==> config.mk <==
export PLATFORM = sky130hd
export DESIGN_NAME = led_pwm_bank
export DESIGN_NICKNAME = d
export VERILOG_FILES = /design/src/rtl/led_pwm_pkg.sv /design/src/rtl/led_ramp_gen.sv /design/src/rtl/led_pwm_bank.sv
export SDC_FILE = /design/constraint.sdc
export NUM_CORES = 1
export LEC_CHECK = 0
export BUFFER_PORTS_ARGS = -buffer_cell sky130_fd_sc_hd__buf_2
export CORE_MARGIN = 4
export CORE_UTILIZATION = 62
export DETAILED_ROUTE_END_ITERATION = 8
export HOLD_SLACK_MARGIN = 0.05
export MAX_ROUTING_LAYER = met4
export PLACE_DENSITY = 0.9
export SLEW_MARGIN = 20
export SYNTH_ARGS = -nofsm -noshare
export SYNTH_HDL_FRONTEND = slang
export SYNTH_SLANG_ARGS = --single-unit
export TNS_END_PERCENT = 10
==> constraint.sdc <==
create_clock -name i_clk -period 2.25 [get_ports i_clk]
set_input_delay 0.45 -clock i_clk [delete_from_list [all_inputs] [get_ports i_clk]]
set_output_delay 0.45 -clock i_clk [all_outputs]
set_load 0.05 [all_outputs]
==> src/rtl/led_pwm_pkg.sv <==
// Shared definitions for the LED PWM bank: channel mode encodings and the
// per-channel ramp phase-offset helper.
package led_pwm_pkg;

  typedef enum logic [1:0] {
    LED_MODE_OFF    = 2'b00,
    LED_MODE_ON     = 2'b01,
    LED_MODE_BREATH = 2'b10,
    LED_MODE_BLINK  = 2'b11
  } led_mode_e;

  // Spreads the channel ramps evenly over one ramp span: (k * 2^ramp_w) / n_ch.
  function automatic logic [63:0] phase_offset(input int unsigned k,
                                               input int unsigned ramp_w,
                                               input int unsigned n_ch);
    return (64'(k) << ramp_w) / 64'(n_ch);
  endfunction

endpackage

==> src/rtl/led_ramp_gen.sv <==
// Free-running triangle counter 0..MAX..0 with a direction flag; the flag
// flips on the same edge the counter lands on an endpoint, so no value repeats.
module led_ramp_gen #(
  parameter int                RAMP_W = 21,
  parameter logic [RAMP_W-1:0] INIT   = '0
) (
  input  logic              clk,
  input  logic              rstn,
  output logic [RAMP_W-1:0] ramp,
  output logic              dir_up
);

  localparam logic [RAMP_W-1:0] ONE      = RAMP_W'(1);
  localparam logic [RAMP_W-1:0] LAST_UP  = {RAMP_W{1'b1}} - ONE;

  logic [RAMP_W-1:0] ramp_reg;
  logic              dir_up_reg;

  always_ff @(posedge clk or negedge rstn) begin
    if (!rstn) begin
      ramp_reg   <= INIT;
      dir_up_reg <= 1'b1;
    end else if (dir_up_reg) begin
      ramp_reg <= ramp_reg + ONE;
      if (ramp_reg == LAST_UP) dir_up_reg <= 1'b0;
    end else begin
      ramp_reg <= ramp_reg - ONE;
      if (ramp_reg == ONE) dir_up_reg <= 1'b1;
    end
  end

  assign ramp   = ramp_reg;
  assign dir_up = dir_up_reg;

endmodule

==> src/rtl/led_pwm_bank.sv <==
// Multi-channel active-low LED PWM driver (OFF / ON / BREATH / BLINK per channel).
// Define LED_GAMMA_EN to square the BREATH duty (adds one pipeline stage on that path).
module led_pwm_bank
  import led_pwm_pkg::*;
#(
  parameter int N_CH   = 4,
  parameter int PWM_W  = 8,
  parameter int RAMP_W = 21
) (
  input  logic                    i_clk,
  input  logic                    i_rstn,
  input  logic [2*N_CH-1:0]       i_mode,
  input  logic [PWM_W*N_CH-1:0]   i_level,
  output logic [N_CH-1:0]         o_led,
  output logic                    o_period_start
);

  localparam logic [PWM_W-1:0] DUTY_FULL = {PWM_W{1'b1}};

  logic [PWM_W-1:0] cnt_reg;
  logic             period_start_reg;
  logic [N_CH-1:0]  led_reg;
  logic [N_CH-1:0]  lit;
  logic             wrap;

  // Shadow registers load on the same edge the counter rolls over.
  assign wrap = (cnt_reg == DUTY_FULL);

  always_ff @(posedge i_clk or negedge i_rstn) begin
    if (!i_rstn) begin
      cnt_reg          <= '0;
      period_start_reg <= 1'b0;
    end else begin
      cnt_reg          <= cnt_reg + PWM_W'(1);
      period_start_reg <= wrap;
    end
  end

  genvar gi;
  generate
    for (gi = 0; gi < N_CH; gi++) begin : g_ch
      led_mode_e         mode_sh_reg;
      logic [PWM_W-1:0]  level_sh_reg;
      logic [RAMP_W-1:0] ramp;
      logic              dir_up;
      logic [PWM_W-1:0]  breath_lin;
      logic [PWM_W-1:0]  breath_duty;
      logic [PWM_W-1:0]  duty;
      logic              force_lit;

      always_ff @(posedge i_clk or negedge i_rstn) begin
        if (!i_rstn) begin
          mode_sh_reg  <= LED_MODE_OFF;
          level_sh_reg <= '0;
        end else if (wrap) begin
          mode_sh_reg  <= led_mode_e'(i_mode[2*gi +: 2]);
          level_sh_reg <= i_level[PWM_W*gi +: PWM_W];
        end
      end

      led_ramp_gen #(
        .RAMP_W (RAMP_W),
        .INIT   (RAMP_W'(phase_offset(gi, RAMP_W, N_CH)))
      ) u_ramp (
        .clk    (i_clk),
        .rstn   (i_rstn),
        .ramp   (ramp),
        .dir_up (dir_up)
      );

      assign breath_lin = PWM_W'(ramp >> (RAMP_W - PWM_W));

`ifdef LED_GAMMA_EN
      logic [2*PWM_W-1:0] breath_sq;
      logic [PWM_W-1:0]   breath_duty_reg;

      assign breath_sq = {{PWM_W{1'b0}}, breath_lin} * {{PWM_W{1'b0}}, breath_lin};

      always_ff @(posedge i_clk or negedge i_rstn) begin
        if (!i_rstn) breath_duty_reg <= '0;
        else         breath_duty_reg <= breath_sq[2*PWM_W-1 -: PWM_W];
      end

      assign breath_duty = breath_duty_reg;
`else
      assign breath_duty = breath_lin;
`endif

      always_comb begin
        duty = '0;
        case (mode_sh_reg)
          LED_MODE_OFF:    duty = '0;
          LED_MODE_ON:     duty = level_sh_reg;
          LED_MODE_BREATH: duty = breath_duty;
          LED_MODE_BLINK:  duty = dir_up ? DUTY_FULL : '0;
          default:         duty = '0;
        endcase
      end

      // A full-scale fixed duty must not leave a dark cycle at cnt = all-ones.
      assign force_lit = ((mode_sh_reg == LED_MODE_ON) || (mode_sh_reg == LED_MODE_BLINK))
                         && (duty == DUTY_FULL);
      assign lit[gi]   = force_lit || (cnt_reg < duty);
    end
  endgenerate

  always_ff @(posedge i_clk or negedge i_rstn) begin
    if (!i_rstn) led_reg <= '1;
    else         led_reg <= ~lit;
  end

  assign o_led          = led_reg;
  assign o_period_start = period_start_reg;

endmodule

* After elaboration in Yosys (flattened, before gate mapping)
Index checks and enable logic that the tools add are counted.
Operators by class: bitwise logic cells 1, equality and inequality tests 25, $lt $le $gt $ge 4, $add $sub $neg 9, reduce and logical (&&, ||, !) cells 16, mux-type cells 24
Operators by type and width (count):
- 8-bit case mux with 4 select lines | 4
- 21-bit by 1-bit adder with 21-bit output, second input constant | 4
- 21-bit by 1-bit equality test with 1-bit output, second input constant | 4
- 21-bit equality test, second input constant | 4
- 21-bit two-way mux | 4
- 21-bit by 1-bit subtractor with 21-bit output, second input constant | 4
- 8-bit equality test, second input constant | 5
- 8-bit less-than comparator | 4
- 8-bit two-way mux | 4
- 2-bit equality test, second input constant | 8
- 1-bit two-way mux | 12
- 8-bit by 1-bit adder with 8-bit output, second input constant | 1
- 2-bit by 1-bit equality test with 1-bit output, second input constant | 4
- 2-bit zero test | 4
- 1-bit logical OR | 8
- 1-bit logical AND | 4
- 4-bit inverter | 1
Word-level totals: word-level logic and storage cells 98, output and inout bits 5, register bits after elaboration 141

* Depth between registers and ports, before layout
depth in word-level cells 6, depth in mapped cells 10, gate-level depth less buffers 9

* By module
Synthesis repeated with hierarchy kept, for this count alone.
Unflattened totals: cells, all modules 852, area, all modules 9137.5 um2
By module, submodules not included:
- led_pwm_bank | cells each 292, times used 1, area each 3542.1 um2, seq. area each 1331.3 um2
- led_ramp_gen at g_ch[1].u_ramp ... | cells each 140, times used 2, area each 1398.8 um2, seq. area each 553.0 um2
- led_ramp_gen at g_ch[3].u_ramp | cells each 140, times used 1, area each 1400.1 um2, seq. area each 554.3 um2
- led_ramp_gen at g_ch[0].u_ramp | cells each 140, times used 1, area each 1397.6 um2, seq. area each 551.8 um2

* Least setup slack after synthesis
OpenSTA, ideal clock, no wires.
path kind flip-flop to flip-flop, start register g_ch[0].u_ramp.dir_up_reg, end register led_reg[0] (netlist: o_led[0]), arrival time 1.918 ns, path buffers 1, slack 0.250 ns, stages on the path, launching flop included 11, clock period less this slack 2.000 ns, setup time 0.082 ns, required time 2.168 ns, path through dfstp_2 -> clkbuf_1 -> nand2_1 -> o21ai_0 -> a22oi_1 -> ha_1 -> inv_1 -> a311oi_1 -> o211ai_1 -> a21o_1 -> a22oi_1
On the way: word-level cells in the longest chain between the ends 6, elaborated cells on any way between the ends 7
Ends and longest elaborated chain:
- from (decl) | line led_ramp_gen.sv:17 | logic dir_up_reg;
- from (signal assigned) | line led_ramp_gen.sv:22 | dir_up_reg <= 1'b1;
- from (signal assigned) | line led_ramp_gen.sv:25 | if (ramp_reg == LAST_UP) dir_up_reg <= 1'b0;
- from (signal assigned) | line led_ramp_gen.sv:28 | if (ramp_reg == ONE) dir_up_reg <= 1'b1;
- 8-bit two-way mux (*) | line led_pwm_bank.sv:95 | LED_MODE_BLINK: duty = dir_up ? DUTY_FULL : '0;
- 8-bit case mux with 4 select lines (*) | line led_pwm_bank.sv:91 | case (mode_sh_reg)
- parallel branches: the longest is 2 deep, another holds 8-bit less-than comparator
- 1-bit logical OR (*) | line led_pwm_bank.sv:103 | assign lit[gi] = force_lit || (cnt_reg < duty);
- 4-bit inverter (*) | line led_pwm_bank.sv:109 | else led_reg <= ~lit;
- to (signal assigned) | line led_pwm_bank.sv:109
- to (decl) | line led_pwm_bank.sv:22 | logic [N_CH-1:0] led_reg;
Mark *: on every way between the ends. A chain may end at the register's enable or synchronous reset.

* Worst setup path in the final report
start register g_ch[2].mode_sh_reg[0], end register led_reg[2] (netlist: o_led[2])
On the way: word-level cells in the longest chain between the ends 6, elaborated cells on any way between the ends 11
Ends and longest elaborated chain:
- from (decl) | line led_pwm_bank.sv:42 | led_mode_e mode_sh_reg;
- from (signal assigned) | line led_pwm_bank.sv:56 | mode_sh_reg <= led_mode_e'(i_mode[2*gi +: 2]);
- parallel branches: the longest is 4 deep, another holds 8-bit less-than comparator
- 1-bit logical OR (*) | line led_pwm_bank.sv:103
- 4-bit inverter (*) | line led_pwm_bank.sv:109
Marks and branches as above.

==> impl_metrics.toml <==
[status]
status = "complete, no violations"

[place]
io_buffers = 46
place_inst = 1058
place_congestion = 0.940
pre_cts_ws_ns = 0.172
dp_hpwl_microns = 13000

[grt]
grt_pass1_vias = 6682
grt_max_degree = 52
track_usage_pct = 25.3
grt-ovfl-total = 0
grt_pass1_wl_microns = 31600
antenna_found_initial = 0

[floorplan]
fp.dieW_microns = 124
core-area_sq_mm = 0.0132
start_util_pct = 63.3
dieArea_sq_mm = 0.0154
die_h_microns = 124
io_pins = 47
row_count = 42

[run]
max-cap-violations = 0

[critical_path]
cp_max_fo = 13
crit_required_ns = 2.59
crit_arrival_ns = 2.43
cpMaxStageDelayCell = "dfrtp_1"
crit_buf_inv = 1
slowest_delay_ns = 0.52
cp_cell_sequence = "nor2b_1 -> a22oi_1 -> ha_1 -> inv_1 -> a311oi_1 -> o211ai_1 -> a21o_1 -> a22oi_1"
worstSetupPathType = "flop to flop"
crit_top_cell = "a22oi_1"
crit_family = "compound AO/OA/AOI/OAI gates"
critPathLaunchType = "flop"
crit_path_end_kind = "flop"

[drt]
wl_per_cell_microns = 16.9
vias = 6709
ant_nets = 0
drt_first_pass_iters = 6
drc = 0
wirelength_microns = 18500
viasPerCell = 6.14
drt_iter0_markers = 570

[power_and_ir_drop]
ir_drop_uv = 536
pwr-share-clk_pct = 54.1
combPwrFrac_pct = 1.7
p_int_mw = 4.63
seqPwrFrac_pct = 44.2
swShare_pct = 19.3
p_leak_nw = 4.13
p_per_area_mw_per_mm2 = 600
power.switching_mw = 1.11

[logic_synthesis]
yosys_register_bits = 141
synthCells = 855
ys_seq_area_share_pct = 42.3
async_reset_ff_share_pct = 100
synth-edff-count = 0
yosys_warnings = 0
ys_types = 64
mappedNetlistArea_sq_mm = 0.00838
syn-num-nets = 942
synth_area_per_cell_sq_um = 9.80
synth_ff_type = "dfrtp_1"

[sta]
post-route-period-util_pct = 92.8
tightest_slew_ns = 0.522
setup_viol = 0
hold_slack_ns = 0.254
maxSlewViolCount = 0
max_freq_ghz = 0.479
period_needed_ns = 2.09
finClkSkew_ns = 0.00839
tns_ns = 0
rsz0062_at_grt = "false"
maxSlewHeadroom_pct = 64.9
hold_viol_final = 0
worst_slack_ns = 0.161

[cells_and_area]
largest_reg_flops = 84
drive_above_1_share_pct = 19.4
stdcell_count = 1092
fin_util_pct = 72.2
n_antenna_cell = 0
syn_to_final_growth_pct = 14.0
final_nets = 990

[clock_tree]
cts.clk_slew.worst_paths_ns = 0.06
clk_latency_ns = 0.43
cts_sinks = 141
cts_buffers = 17
h-tree-depth = 4
cts_tree = "built"
clockBufferDepth = 2
cts-root-buf = "clkbuf_16"

[min_path]
hold_path.class = "primary input to flop"
==> power by group through the flow <==
stage / clock (mW) / sequential, mW / combinational (mW)
after floorplan: 0 / 2.58 / 0.000588
after global placement: 0 / 2.58 / 0.0975
after detailed placement: 0 / 2.58 / 0.0986
after CTS: 3.15 / 2.54 / 0.101
after global routing: 3.29 / 2.54 / 0.111
final: 3.10 / 2.54 / 0.0957
==> routing by layer <==
layer | vias up | wire length (microns) | part of all wire [%] | global-route usage [%]
met5 | - | 0 | 0 | -
met4 | 0 | 314 | 1.7 | 8.19
met3 | 37 | 787 | 4.3 | 4.80
met2 | 213 | 9300 | 50 | 41.8
met1 | 3269 | 8050 | 44 | 31.5
li1 | 3190 | - | - | -
==> layout by cell type, fill, tap and decap left out, types with 6 or more instances in the layout <==
| cell | n |
|---|---|
| nand3_1 | 28 |
| nand4_1 | 24 |
| dfstp_2 | 12 |
| dfrtp_1 | 128 |
| buf_4 | 23 |
| or3_1 | 8 |
| nor4_1 | 11 |
| nand2_1 | 72 |
| o21ai_0 | 52 |
| a31oi_1 | 6 |
| clkbuf_16 | 17 |
| a22oi_1 | 34 |
| and3_1 | 10 |
| xnor2_1 | 61 |
| buf_2 | 45 |
| ha_1 | 45 |
| mux2_2 | 44 |
| o22ai_1 | 12 |
| a41oi_1 | 9 |
| a21o_1 | 11 |
| nor2_1 | 30 |
| inv_1 | 50 |
| a21oi_1 | 22 |
| nor3_1 | 39 |
| nor2b_1 | 6 |
| xor2_1 | 25 |
==> synth_stat cells, drive strengths merged (2+ instances only) <==
library cell	instances	area share [%]
and3	11	0.82
a2bb2oi	2	0.21
inv	50	2.2
nor4b	4	0.49
o211ai	3	0.27
nor3	40	2.4
o22ai	12	0.90
buf	15	0.96
nand3	28	1.7
o32a	2	0.24
dfstp	12	3.8
ha	45	6.7
or3	9	0.73
xnor2	61	6.4
nor4	17	1.9
o32ai	4	0.42
xor2	25	2.6
a22oi	34	3.0
nand4	25	1.9
nand2b	4	0.30
o21ai	53	3.2
mux2	44	5.9
o41ai	2	0.30
clkbuf	29	1.3
nand2	72	3.2
a32oi	3	0.31
a41oi	9	0.94
nor2b	7	0.52
or2	4	0.33
and4	4	0.42
and2	3	0.22
a21o	11	0.99
nor2	30	1.3
nand4b	2	0.39
a311oi	3	0.31
dfrtp	129	39
o31ai	3	0.27
nor4bb	3	0.36
a31oi	6	0.45
mux2i	3	0.36
a21oi	22	1.3
==> area by class of cell <==
cell class	instances	area [sq um]
fill	967	3690
inverter	50	188
sequential	141	3540
multi-input combinational	620	4470
timing repair buffer	73	479
clock inverter	10	185
tap	176	220
clock buffer	22	474
==> stage by stage <==
stage / instance area [sq um] / power, mW
4_1_cts: 9550 / 5.79
3_3_place_gp: 8880 / 2.68
2_1_floorplan: 8380 / 2.58
6_report: 9560 / 5.74
3_5_place_dp: 8880 / 2.68
5_1_grt: 9560 / 5.94
==> final timing paths <==
path | start | to | slack, ns | depth (start not counted)
setup / recovery | g_ch[2].mode_sh_reg[0] | o_led[2] | 0.16 | 8
hold / removal | i_level[3] | g_ch[0].level_sh_reg[3] | 0.25 | 2
setup reg to reg | g_ch[2].mode_sh_reg[0] | o_led[2] | 0.16 | 8
hold reg to reg | g_ch[1].u_ramp.ramp[12] | g_ch[1].u_ramp.ramp[12] | 0.50 | 1
max in group asynchronous | i_rstn | g_ch[1].u_ramp.ramp[19] | 1.02 | 3
min in group asynchronous | i_rstn | g_ch[2].u_ramp.ramp[9] | 0.55 | 2
==> worst register-to-register path: stages, from the launching register on <==
cell	delay (ns)
dfrtp_1	0.52
nor2b_1	0.32
a22oi_1	0.16
ha_1	0.29
inv_1	0.03
a311oi_1	0.21
o211ai_1	0.13
a21o_1	0.19
a22oi_1	0.15
==> cells by family after synthesis <==
kind of cell             Yosys count  share of synthesized area [%]
AND/OR/NAND/NOR                  266                           17.4
AO/OA/AOI/OAI                    176                           13.9
flip-flops                       141                           42.3
buffers and inverters             94                           4.51
XOR/XNOR                          86                           8.99
multiplexers                      47                           6.27
adder cells (fa/ha/maj)           45                           6.72
==> what timing repair did <==
action	4_1_cts	5_1_grt
endpoints found under the hold margin	44	0
hold buffers	1	0
endpoints found under the setup margin	0	2
setup buffers	0	1
resized for setup	0	2
Power figures use the tool's default switching activity.
